[src/rtl/instr_seq_pkg.sv]
// Shared types and constants for the instruction sequencer and its prefetch FIFO.
package instr_seq_pkg;
   localparam int         WORD_W    = 16;
   localparam logic [1:0] STEP_LAST = 2'd3;

   typedef enum logic {IDLE, EXEC} state_e;
endpackage

[src/rtl/instr_fifo.sv]
// Prefetch FIFO for instruction words; flush has priority over push and pop.
module instr_fifo #(
   parameter int FIFO_DEPTH = 2,
   parameter int WORD_W     = 16
) (
   input  logic                          clk,
   input  logic                          reset_n,
   input  logic                          flush,
   input  logic                          push,
   input  logic [WORD_W-1:0]             wdata,
   input  logic                          pop,
   output logic [WORD_W-1:0]             head,
   output logic [$clog2(FIFO_DEPTH):0]   count
);
   localparam int PTR_W = $clog2(FIFO_DEPTH);
   localparam int CNT_W = PTR_W + 1;

   logic [WORD_W-1:0] mem_q [FIFO_DEPTH];
   logic [PTR_W-1:0]  wr_ptr_q, wr_ptr_d;
   logic [PTR_W-1:0]  rd_ptr_q, rd_ptr_d;
   logic [CNT_W-1:0]  count_q, count_d;

   // Depth is a power of two, so pointers wrap by plain overflow.
   always_comb begin
      wr_ptr_d = wr_ptr_q + PTR_W'(push);
      rd_ptr_d = rd_ptr_q + PTR_W'(pop);
      count_d  = count_q + CNT_W'(push) - CNT_W'(pop);
      if (flush) begin
         wr_ptr_d = '0;
         rd_ptr_d = '0;
         count_d  = '0;
      end
   end

   always_ff @(posedge clk or negedge reset_n) begin
      if (!reset_n) begin
         wr_ptr_q <= '0;
         rd_ptr_q <= '0;
         count_q  <= '0;
      end else begin
         wr_ptr_q <= wr_ptr_d;
         rd_ptr_q <= rd_ptr_d;
         count_q  <= count_d;
      end
   end

   always_ff @(posedge clk) begin
      if (push && !flush) mem_q[wr_ptr_q] <= wdata;
   end

   assign head  = mem_q[rd_ptr_q];
   assign count = count_q;
endmodule

[src/rtl/instr_sequencer.sv]
// Four-step instruction sequencer: pulls words from a prefetch FIFO and steps
// the control unit through counter 0..3 per instruction, back-to-back when possible.
module instr_sequencer
   import instr_seq_pkg::*;
#(
   parameter int FIFO_DEPTH = 2,
   parameter int RET_W      = 8
) (
   input  logic              clk,
   input  logic              reset_n,
   input  logic              clear,
   input  logic              run,
   input  logic              in_valid,
   input  logic [15:0]       in_data,
   output logic              in_ready,
   output logic [1:0]        counter,
   output logic [15:0]       inn,
   output logic              busy,
   output logic              done,
   output logic [RET_W-1:0]  retired
);
   localparam int CNT_W = $clog2(FIFO_DEPTH) + 1;

   state_e             state_q, state_d;
   logic [1:0]         counter_q, counter_d;
   logic [WORD_W-1:0]  inn_q, inn_d;
   logic [RET_W-1:0]   retired_q, retired_d;
   logic [CNT_W-1:0]   fifo_count;
   logic [WORD_W-1:0]  fifo_head;
   logic               push, pop, start_ok;

   // Readiness uses only registered occupancy, so a same-cycle pop never frees a slot.
   assign in_ready = reset_n && !clear && (fifo_count < CNT_W'(FIFO_DEPTH));
   assign push     = in_valid && in_ready;
   assign start_ok = (fifo_count != '0) && run;

   instr_fifo #(.FIFO_DEPTH(FIFO_DEPTH), .WORD_W(WORD_W)) u_fifo (
      .clk     (clk),
      .reset_n (reset_n),
      .flush   (clear),
      .push    (push),
      .wdata   (in_data),
      .pop     (pop),
      .head    (fifo_head),
      .count   (fifo_count)
   );

   always_comb begin
      state_d   = state_q;
      counter_d = counter_q;
      inn_d     = inn_q;
      retired_d = retired_q;
      pop       = 1'b0;
      if (clear) begin
         state_d   = IDLE;
         counter_d = 2'd0;
         inn_d     = '0;
      end else begin
         case (state_q)
            IDLE: begin
               if (start_ok) begin
                  inn_d     = fifo_head;
                  pop       = 1'b1;
                  counter_d = 2'd0;
                  state_d   = EXEC;
               end
            end
            EXEC: begin
               if (counter_q != STEP_LAST) begin
                  counter_d = counter_q + 2'd1;
               end else begin
                  retired_d = retired_q + RET_W'(1);
                  counter_d = 2'd0;
                  // Next word starts without a bubble if one is waiting.
                  if (start_ok) begin
                     inn_d = fifo_head;
                     pop   = 1'b1;
                  end else begin
                     state_d = IDLE;
                  end
               end
            end
            default: state_d = IDLE;
         endcase
      end
   end

   always_ff @(posedge clk or negedge reset_n) begin
      if (!reset_n) begin
         state_q   <= IDLE;
         counter_q <= 2'd0;
         inn_q     <= '0;
         retired_q <= '0;
      end else begin
         state_q   <= state_d;
         counter_q <= counter_d;
         inn_q     <= inn_d;
         retired_q <= retired_d;
      end
   end

   assign counter = counter_q;
   assign inn     = inn_q;
   assign busy    = (state_q == EXEC);
   assign done    = (state_q == EXEC) && (counter_q == STEP_LAST);
   assign retired = retired_q;
endmodule

[config.mk]
export PLATFORM = sky130hd
export DESIGN_NAME = instr_sequencer
export DESIGN_NICKNAME = d
export VERILOG_FILES = /design/src/rtl/instr_seq_pkg.sv /design/src/rtl/instr_fifo.sv /design/src/rtl/instr_sequencer.sv
export SDC_FILE = /design/constraint.sdc
export NUM_CORES = 1
export LEC_CHECK = 0
export CAP_MARGIN = 0
export CORE_MARGIN = 2
export CORE_UTILIZATION = 51
export CTS_CLUSTER_SIZE = 12
export DETAILED_ROUTE_END_ITERATION = 6
export MAX_ROUTING_LAYER = met4
export PLACE_DENSITY = 0.85
export SYNTH_ARGS = -nofsm -noshare
export SYNTH_HDL_FRONTEND = slang
export SYNTH_SLANG_ARGS = --single-unit
[constraint.sdc]
create_clock -name clk -period 3.04 [get_ports clk]
set_input_delay 0.608 -clock clk [delete_from_list [all_inputs] [get_ports clk]]
set_output_delay 0.608 -clock clk [all_outputs]
set_load 0.01 [all_outputs]
; Word level (Yosys, flattened, before mapping)
; Memories as Yosys holds them, arrays and structs flattened.
; Cells that the tools add are included.
[op_classes]
n_bitwise = 3
eq_ne = 4
mux = 20
n_reduce_logical = 9
add_sub_neg = 6
n_lt_le_gt_ge = 1
[op_table]
columns = op, count
row1 = two-way mux 16 bit, 3
row2 = one-hot mux 16 bit (2 select lines), 1
row3 = two-way mux 1 bit, 9
row4 = "adder 8 x 1 -> 8 bit, second input constant", 1
row5 = two-way mux 2 bit, 4
row6 = logical AND 1 bit, 6
row7 = "inequality test 3 bit, second input constant", 2
row8 = one-hot mux 1 bit (2 select lines), 2
row9 = one-hot mux 2 bit (2 select lines), 1
row10 = NOT 1 bit, 3
row11 = AND reduction 3 bit, 1
row12 = adder 1 bit, 2
row13 = adder 2 x 1 -> 2 bit, 1
row14 = "adder 2 x 1 -> 2 bit, second input constant", 1
row15 = "equality test 2 bit, second input constant", 1
row16 = "< comparator 2 bit, second input constant", 1
row17 = "inequality test 2 bit, second input constant", 1
row18 = nonzero test 2 bit, 1
row19 = subtractor 2 x 1 -> 2 bit, 1
row20 = logical NOT 1 bit, 1
[word_totals]
wordCells = 51
mem_count = 1
reg_bits = 31
out_inout_bits = 29
ramBits = 32
inputBits = 21
[mem_list]
columns = memory, depth, width, read_ports, rd_clocked_by_memory_dff, wr, line_no
row1 = u_fifo.mem_q, 2, 16, 1, 0, 1, instr_fifo.sv:18  ; logic [WORD_W-1:0] mem_q [FIFO_DEPTH];

; Depth between registers and ports, before layout
; Gate-level depths: netlist of the first run.
[logic_depth]
word_depth = 8
mapped_depth = 12
mapped_depth_nobuf = 10

; Hierarchy
; A second synthesis of the first run with hierarchy kept.
[hier_totals]
cells_unflattened = 151
area_unflattened_um2 = 2585.0
[modules_own_cells]
columns = module, instances, cells_each, area_per_inst_um2, seq_area_each_um2
row1 = instr_fifo, 1, 67, 1412.6, 1061.0
row2 = instr_sequencer, 1, 84, 1172.4, 675.6

; Worst setup path after synthesis of the first run
; Ideal clock, no wire load.
[synth_timing]
path_type = register to register
start = register counter_q[0] (netlist: counter[0])
end = register u_fifo.count_q[1] (netlist: u_fifo.count[1])
arrival_time_ns = 2.110
required_time_ns = 2.921
setup_ns = 0.119
synth_period_minus_slack_ns = 2.228
path_slack_ns = 0.812
path_stages_with_launch = 13
path_cell_list = dfrtp_1 -> ha_1 -> nor2b_4 -> or3_1 -> buf_6 -> buf_12 -> inv_1 -> ha_1 -> inv_1 -> ha_1 -> xor2_1 -> xnor2_1 -> nor2_1
[synth_between]
elab_chain_cells = 6
[synth_lines]
columns = element, line_no
row1 = from (decl), instr_sequencer.sv:25  ; logic [1:0] counter_q, counter_d;
row2 = from (signal assigned), instr_sequencer.sv:96  ; counter_q <= counter_d;
row3 = inequality test 2 bit, instr_sequencer.sv:69  ; if (counter_q != STEP_LAST) begin
row4 = two-way mux 1 bit, instr_sequencer.sv:69
row5 = one-hot mux 1 bit (2 select lines), instr_sequencer.sv:59  ; case (state_q)
row6 = two-way mux 1 bit, instr_sequencer.sv:54  ; if (clear) begin
row7 = subtractor 2 x 1 -> 2 bit, instr_fifo.sv:27  ; count_d = count_q + CNT_W'(push) - CNT_W'(pop);
row8 = two-way mux 2 bit, instr_fifo.sv:28  ; if (flush) begin
row9 = named net u_fifo.count_d[1], instr_fifo.sv:21  ; logic [CNT_W-1:0] count_q, count_d;
row10 = to (signal assigned), instr_fifo.sv:43  ; count_q <= count_d;
row11 = to (decl), instr_fifo.sv:21
; The timed path passes the listed nets, and every way through them passes these cells.
; A chain may end at the register's enable or synchronous reset.

; Worst setup path in the final report of the first run
[layout_timing]
start = input clear
end = output in_ready
[layout_between]
elab_chain_cells = 3
[layout_lines]
columns = element, line_no
row1 = from (decl), instr_sequencer.sv:11  ; input logic clear,
row2 = logical NOT 1 bit, instr_sequencer.sv:33  ; assign in_ready = reset_n && !clear && (fifo_count < CNT_W'(FIFO_DEPTH));
row3 = logical AND 1 bit (2 in series), instr_sequencer.sv:33
row4 = to (decl), instr_sequencer.sv:15  ; output logic in_ready,
; Every way passes these cells.

==> results_dict.tcl, run 1 <==
set metrics [dict create \
    synth_area_mm2 0.00257 \
    drt_first_pass_iters 4 \
    place_congestion 0.818 \
    cts_resized 0 \
    worstSetupStartpoint "clear" \
    powerDensity_mw_per_mm2 552 \
    cp-end-kind "primary output" \
    io_buffers 49 \
    final_cell_mix "48 x clkdlybuf4s50_1, 32 x edfxtp_1, 31 x dfrtp_1" \
    synth_top_family_by_area "compound AO/OA/AOI/OAI gates" \
    grt.overflow.total 0 \
    cts-root-buf "clkbuf_8" \
    ys_seq_area_share_pct 67.6 \
    ant_nets 0 \
    arrival_ns 1.83 \
    clock_latency_ns 0.33 \
    cap_viol_max_count 0 \
    crit_path_frequent_cell "clkdlybuf4s50_1" \
    synth_top_area_share_pct 37.4 \
    dieArea_mm2 0.00562 \
    required_ns 2.43 \
    drtIter0Drc 58 \
    synth_xor_area_share_pct 3.07 \
    synth.distinct_cells 36 \
    synth_seq_cells 63 \
    syn_inst 155 \
    path_cells "clkdlybuf4s50_1, nor3b_1, clkdlybuf4s50_1" \
    status "completed" \
    slew_headroom_pct 38.0 \
    worstSetupPathType "input pin to primary output" \
    tightest_slew_ns 0.930 \
    rsz0062_at_grt "no" \
    synthMuxAreaShare_pct 6.68 \
    yosysWarnings 0 \
    post-route-min-period_ns 2.44 \
    ys_async_sr_fraction_pct 49.2 \
    path_clk_slew_ns 0.07 \
    viasPerCell 5.10 \
    r2r_start "counter[0]$_DFFE_PN0P_" \
    cts_tree "done" \
    drive_above_1_share_pct 17.0 \
    critPathMaxStageDelay_ns 0.57 \
    syn_area_per_cell_um2 16.6 \
    start_util_pct 53.6 \
    start_kind "input pin" \
    synthTopCellsByArea "edfxtp_1 37%, dfrtp_1 30%, mux2i_1 6.2%, o2bb2ai_2 4.7%, o2bb2ai_1 2.4%" \
    antenna-diode-count 0 \
    synthFlopType "edfxtp_1" \
    drv_slew 0 \
    fin_tns_setup_ns 0 \
    core_area_mm2 0.00479 \
    grt_pass1_vias 1493 \
    hold_ws_ns 0.169 \
    cts_made_buffers 9 \
    antenna_found_initial 0 \
    yosysTopAreaCell "edfxtp_1" \
    grt_pass1_wl_um 7180 \
    die_h_um 75.0 \
    cts_max_path_buffers 2 \
    finalSetupViolCount 0 \
    synth_compound_area_share_pct 9.84 \
    hold_buffers 0 \
    skew_ns 0.00647 \
    vias 1453 \
    wl_um 4500 \
    hold_violations 0 \
    synthAdderAreaFrac_pct 1.95 \
    ioPinCount 50 \
    synthSimpleGateAreaFrac_pct 7.46 \
    cts_sinks 63 \
    ctsHtreeMaxLevel 3 \
    finish.net_count 238 \
    ir_worst_vdd_v 0.000436 \
    cts_setup_buffers 0 \
    fin_crit_sh_pct 80.1 \
    synth-edff-count 32 \
    rows 25 \
    die_w_um 75.0 \
    drc 0 \
    crit_slowest_cell "clkdlybuf4s50_1" \
    leakage_nw 1.28 \
    hp-class "input pin to asynchronous set/reset pin" \
    syn_nets 180 \
    wl_per_cell_um 15.8 \
    grtUsageTotal_pct 19.1 \
    cp_max_fo 3 \
    grt_max_degree 20 \
    syn2layout_area_growth_pct 27.9 \
    max_freq_ghz 0.411 \
    layout_commonest_cell "clkdlybuf4s50_1" \
    dp_hpwl_um 2890 \
]
[critical path, delay by kind of cell]
family        cells  cell delay (ns)
buf+inv           2             1.01
simple gates      1             0.21
[layout make-up]
| type | count | area (µm²) |
|---|---|---|
| clock buffer | 11 | 131 |
| clock inverter | 5 | 48.8 |
| fill | 318 | 1500 |
| inverter | 4 | 15.0 |
| multi-input combinational | 81 | 744 |
| sequential | 63 | 1740 |
| tap | 67 | 83.8 |
| timing repair buffer | 54 | 523 |
[synth_stat cells, drive strengths merged (2+ instances only)]
library cell	instances
mux2i	16
nand2b	2
dfrtp	31
o2bb2ai	16
or3	2
nor3	2
nor3b	2
nand2	3
nor2b	3
nand3	3
inv	4
o21ai	2
nor2	2
ha	4
edfxtp	32
nand3b	3
xnor2	4
buf	7
and2	2
a21oi	4
xor2	5
[final timing paths]
check                                             to  slack [ns]  depth (start not counted)
min in group clk              retired[7]$_DFFE_PN0P_        0.47                          1
setup reg to reg           u_fifo.count[1]$_DFF_PN0_        0.99                         10
setup / recovery                            in_ready        0.60                          3
max in group asynchronous        inn[14]$_DFFE_PN0P_        2.30                          2
hold reg to reg               retired[7]$_DFFE_PN0P_        0.47                          1
hold / removal             u_fifo.count[0]$_DFF_PN0_        0.17                          1
[registers in the layout, summed over array words and instances, names as in the netlist]
| register | flops |
|---|---|
| u_fifo.count | 2 |
| u_fifo.mem_q | 32 |
| u_fifo.wr_ptr_q | 1 |
| counter | 2 |
| inn | 16 |
| retired | 8 |
| u_fifo.rd_ptr_q | 1 |
| busy | 1 |
[per-layer routing]
metal	wire [µm]	vias up	part of all wire (%)	global-route usage, %
met3	197	6	4.4	8.03
li1	-	685	-	-
met4	51	0	1.1	6.94
met1	1990	721	44	22.1
met5	0	-	0	-
met2	2260	41	50	29.8
[report_power, final]
group | total [mW] | switching, mW | internal, mW
logic | 0.178 | 0.0785 | 0.0998
clock network | 0.668 | 0.296 | 0.372
registers | 0.967 | 0.0346 | 0.932
total | 1.81 | 0.410 | 1.40
[per-stage QoR]
step                total power, mW  utilization [%]  cell area [µm²]  instances  setup slack [ns]
floorplan                      1.08                -             2570        155             0.812
global placement               1.16             64.8             3100        269             0.562
detailed placement             1.16             64.8             3100        269             0.503
CTS                            1.83             68.6             3280        285             0.595
global route                   1.90             68.6             3280        285             0.533
finish                         1.81             68.6             3280        285             0.605
[kinds of logic after synthesis]
kind of cell,Yosys count
AO/OA/AOI/OAI,23
XOR/XNOR,9
adder cells (fa/ha/maj),4
buffers and inverters,11
flip-flops,63
multiplexers,17
AND/OR/NAND/NOR,28
Note: power is estimated with default switching activity, not from simulation.
==> run 2: changes to the inputs <==
- CORE_UTILIZATION: 51 -> 46
- PLACE_DENSITY: 0.85 -> 0.81
- clock period: 3.04 -> 2.21 ns (I/O delays scaled with it)
==> results_dict.tcl, run 2 (synthesized netlist as in run 1, its figures left out) <==
set metrics [dict create \
    status "completed" \
    cap_viol_max_count 0 \
    core_area_mm2 0.00544 \
    hold_buffers 0 \
    drc 0 \
    ir_worst_vdd_v 0.000494 \
    rows 27 \
    final_util_pct 61.9 \
    antenna_found_initial 0 \
    antenna-diode-count 0 \
    drtIter0Drc 72 \
    post-route-min-period_ns 2.08 \
    dp_slack_ns -0.131 \
    cts_sinks 63 \
    reg2reg_slack_ns 0.19 \
    grt_pass1_wl_um 7670 \
    finalSetupViolCount 0 \
    place_congestion 0.733 \
    critPathMaxStageDelay_ns 0.52 \
    wl_per_cell_um 15.8 \
    fin_crit_sh_pct 94.3 \
    worstSetupPathType "register to primary output" \
    path_buf_inv 1 \
    cts_resized 1 \
    vias 1504 \
    hold_violations 0 \
    hp-class "input pin to asynchronous set/reset pin" \
    path_clk_slew_ns 0.07 \
    drive_above_1_share_pct 18.9 \
    grt_max_degree 19 \
    cp-end-kind "primary output" \
    worstSetupPathDepth 3 \
    total_power_mw 2.57 \
    stdcell_count 294 \
    hold_ws_ns 0.464 \
    leakage_nw 1.31 \
    max_freq_ghz 0.480 \
    layout_setup_ws_ns 0.126 \
    crit_slowest_cell "clkdlybuf4s50_1" \
    cts_max_path_buffers 2 \
    final_cell_area_mm2 0.00337 \
    grt.overflow.total 0 \
    io_buffers 49 \
    rsz0062_at_grt "no" \
    dp_hpwl_um 3000 \
    start_kind "register" \
    grtUsageTotal_pct 17.2 \
    clock_latency_ns 0.33 \
    largest_reg_flops 32 \
    drv_slew 0 \
    drt_first_pass_iters 4 \
    ioPinCount 50 \
    arrival_ns 1.64 \
    wl_um 4630 \
    tightest_slew_ns 0.972 \
    ctsHtreeMaxLevel 3 \
    required_ns 1.77 \
    fin_tns_setup_ns 0 \
    die_h_um 78.7 \
    skew_ns 0.00622 \
    cts-root-buf "clkbuf_8" \
    path_cells "ha_2, and2_1, clkdlybuf4s50_1" \
    cts_tree "done" \
    finish.net_count 242 \
    slew_headroom_pct 35.2 \
    regMostFlops "u_fifo.mem_q" \
    grt_pass1_vias 1556 \
    reg2reg_depth 10 \
    viasPerCell 5.12 \
    syn2layout_area_growth_pct 31.2 \
    placed_area_mm2 0.00317 \
    layout_commonest_cell "clkdlybuf4s50_1" \
    cts_made_buffers 9 \
    final_cell_mix "48 x clkdlybuf4s50_1, 32 x edfxtp_1, 31 x dfrtp_1" \
    ant_nets 0 \
    cts_setup_buffers 0 \
    crit_family "buffers and inverters" \
    cp_max_fo 5 \
    dieArea_mm2 0.00620 \
    die_w_um 78.7 \
    start_util_pct 47.2 \
    dp.cells 278 \
    powerDensity_mw_per_mm2 763 \
]
run 2: report_power, final:
| group | switching [mW] | internal [mW] |
|---|---|---|
| clock | 0.436 | 0.545 |
| sequential | 0.0444 | 1.28 |
| combinational | 0.114 | 0.148 |
run 2: layout make-up:
cell class,instances,area [µm²]
repair buffers,58,582
clock inverters,6,60.1
fillers,410,2070
multi-input cells,81,747
inverters,4,15.0
flip-flops and latches,63,1740
well taps,72,90.1
clock buffers,10,138
run 2: worst paths after layout:
path / startpoint / to
worst max-delay path: counter[0]$_DFFE_PN0P_ / done
worst min-delay path: reset_n / busy$_DFF_PN0_
worst max register to register: counter[0]$_DFFE_PN0P_ / u_fifo.count[1]$_DFF_PN0_
worst min register to register: retired[7]$_DFFE_PN0P_ / retired[7]$_DFFE_PN0P_
max in group asynchronous: reset_n / counter[1]$_DFFE_PN0P_
min in group clk: retired[7]$_DFFE_PN0P_ / retired[7]$_DFFE_PN0P_
run 2: per-layer routing:
metal	part of all wire, %	global-route usage [%]
met5	0	-
met4	1.9	6.84
met3	4.7	4.89
met2	48	25.6
met1	46	22.5
==> run 3: changes to the inputs <==
- RECOVER_POWER: default -> 50
==> results_dict.tcl, run 3 (synthesized netlist as in run 1, its figures left out) <==
set metrics [dict create \
    drive_above_1_share_pct 14.4 \
    r2r-end "u_fifo.count[1]$_DFF_PN0_" \
    fin_crit_sh_pct 95.5 \
    dp_slack_ns -0.131 \
    antenna_found_initial 0 \
    place_congestion 0.733 \
    start_util_pct 47.2 \
    arrival_ns 2.33 \
    ctsHtreeMaxLevel 3 \
    cts-root-buf "clkbuf_8" \
    grt.overflow.total 0 \
    largest_reg_flops 32 \
    p_int_mw 1.96 \
    cts_tree "done" \
    r2r_start "counter[0]$_DFFE_PN0P_" \
    reg2reg_slack_ns 0.18 \
    dieArea_mm2 0.00620 \
    start_kind "input pin" \
    regMostFlops "u_fifo.mem_q" \
    post-route-min-period_ns 2.11 \
    drc 0 \
    cts_setup_buffers 0 \
    die_h_um 78.7 \
    hold_ws_ns 0.464 \
    wl_per_cell_um 15.7 \
    crit_end "u_fifo.wr_ptr_q$_DFF_PN0_" \
    rsz0062_at_grt "no" \
    wl_um 4620 \
    ir_worst_vdd_v 0.000491 \
    rows 27 \
    layout_setup_ws_ns 0.0991 \
    grt_pass1_vias 1556 \
    critPathMaxStageDelay_ns 0.58 \
    crit_slowest_cell "dlygate4sd3_1" \
    final_cell_mix "32 x edfxtp_1, 31 x dfrtp_1, 30 x clkdlybuf4s50_1" \
    tightest_slew_ns 0.974 \
    finish.net_count 242 \
    dp.cells 278 \
    layout_commonest_cell "edfxtp_1" \
    leakage_nw 1.29 \
    io_buffers 49 \
    path_clk_slew_ns 0.07 \
    syn2layout_area_growth_pct 29.7 \
    combPwrFrac_pct 9.6 \
    cp_max_fo 17 \
    stdcell_count 294 \
    dp_hpwl_um 3000 \
    required_ns 2.42 \
    p_sw_mw 0.589 \
    hold_violations 0 \
    cts_sinks 63 \
    antenna-diode-count 0 \
    vias 1478 \
    core_area_mm2 0.00544 \
    hp-class "register to register" \
    slew_headroom_pct 35.1 \
    cts_made_buffers 9 \
    grt_max_degree 19 \
    skew_ns 0.00544 \
    drt_first_pass_iters 4 \
    worstSetupStartpoint "clear" \
    drtIter0Drc 74 \
    powerDensity_mw_per_mm2 766 \
    path_cells "dlygate4sd3_1, clkbuf_1, and4bb_2, nor2b_1, buf_12, or2_2" \
    p_sw_share_pct 23.1 \
    finalSetupViolCount 0 \
    total_power_mw 2.55 \
    reg2reg_depth 10 \
    die_w_um 78.7 \
    final_util_pct 61.2 \
    worstSetupPathType "input pin to register" \
    clockPowerShare_pct 38.4 \
    clock_latency_ns 0.33 \
    cts_max_path_buffers 2 \
    drv_slew 0 \
    ant_nets 0 \
    cap_viol_max_count 0 \
    max_freq_ghz 0.474 \
    seqPwrFrac_pct 51.9 \
    cp-end-kind "register" \
    ioPinCount 50 \
    status "completed" \
    viasPerCell 5.03 \
    grt_pass1_wl_um 7670 \
    grtUsageTotal_pct 17.2 \
]
==> run 3: cell types whose count changed in the layout (fill, tap and decap cells not counted), sizes merged <==
| cell | previous run | this run |
|---|---|---|
| buf | 9 | 4 |
| clkbuf | 10 | 15 |
| clkdlybuf4s50 | 48 | 30 |
| dlygate4sd3 | 0 | 18 |
==> run 3: worst min-delay path by stage <==
stage	from	end	slack, ns	cells after the start
detailed placement	retired[7]$_DFFE_PN0P_	retired[7]$_DFFE_PN0P_	0.46	1
CTS	reset_n	busy$_DFF_PN0_	0.45	2
global route	retired[7]$_DFFE_PN0P_	retired[7]$_DFFE_PN0P_	0.48	1
floorplan	reset_n	busy$_DFF_PN0_	0.15	0
global placement	retired[7]$_DFFE_PN0P_	retired[7]$_DFFE_PN0P_	0.46	1
finish	retired[7]$_DFFE_PN0P_	retired[7]$_DFFE_PN0P_	0.46	1
==> run 3: worst max-delay path: cells and delay by family <==
family        cells  cell delay (ns)
buf+inv           3             1.12
simple gates      3             0.76
==> run 3: layer usage <==
metal  GRT usage (%)  wire length (µm)  up-vias
met5               -                 0        -
met4            6.84                55        0
met3            4.89               243        6
met2            25.6              2210       46
met1            22.5              2120      726
li1                -                 -      700
==> run 3: metrics by stage <==
stage | instance area (µm²) | TNS [ns]
4_1_cts | 3370 | 0
3_3_place_gp | 3170 | -0.0595
2_1_floorplan | 2570 | 0
6_report | 3330 | 0
3_5_place_dp | 3170 | -0.146
5_1_grt | 3330 | 0
==> run 3: timing repair <==
action	CTS	global route
gates resized for setup	1	0
setup endpoints to repair	1	0
hold buffers	0	0
hold endpoints to repair	0	0
==> run 3: final cells by class <==
class | count | area [µm²]
fillers | 419 | 2110
flip-flops and latches | 63 | 1740
multi-input cells | 81 | 727
repair buffers | 58 | 563
clock buffers | 10 | 138
well taps | 72 | 90.1
clock inverters | 6 | 60.1
inverters | 4 | 15.0
==> run 3: power by group through the flow <==
| stage | registers [mW] | clock network [mW] | logic, mW |
|---|---|---|---|
| 2_1_floorplan | 1.34 | 0 | 0.138 |
| 3_3_place_gp | 1.35 | 0 | 0.260 |
| 3_5_place_dp | 1.35 | 0 | 0.267 |
| 4_1_cts | 1.33 | 1.00 | 0.266 |
| 5_1_grt | 1.33 | 1.07 | 0.269 |
| 6_report | 1.32 | 0.980 | 0.245 |
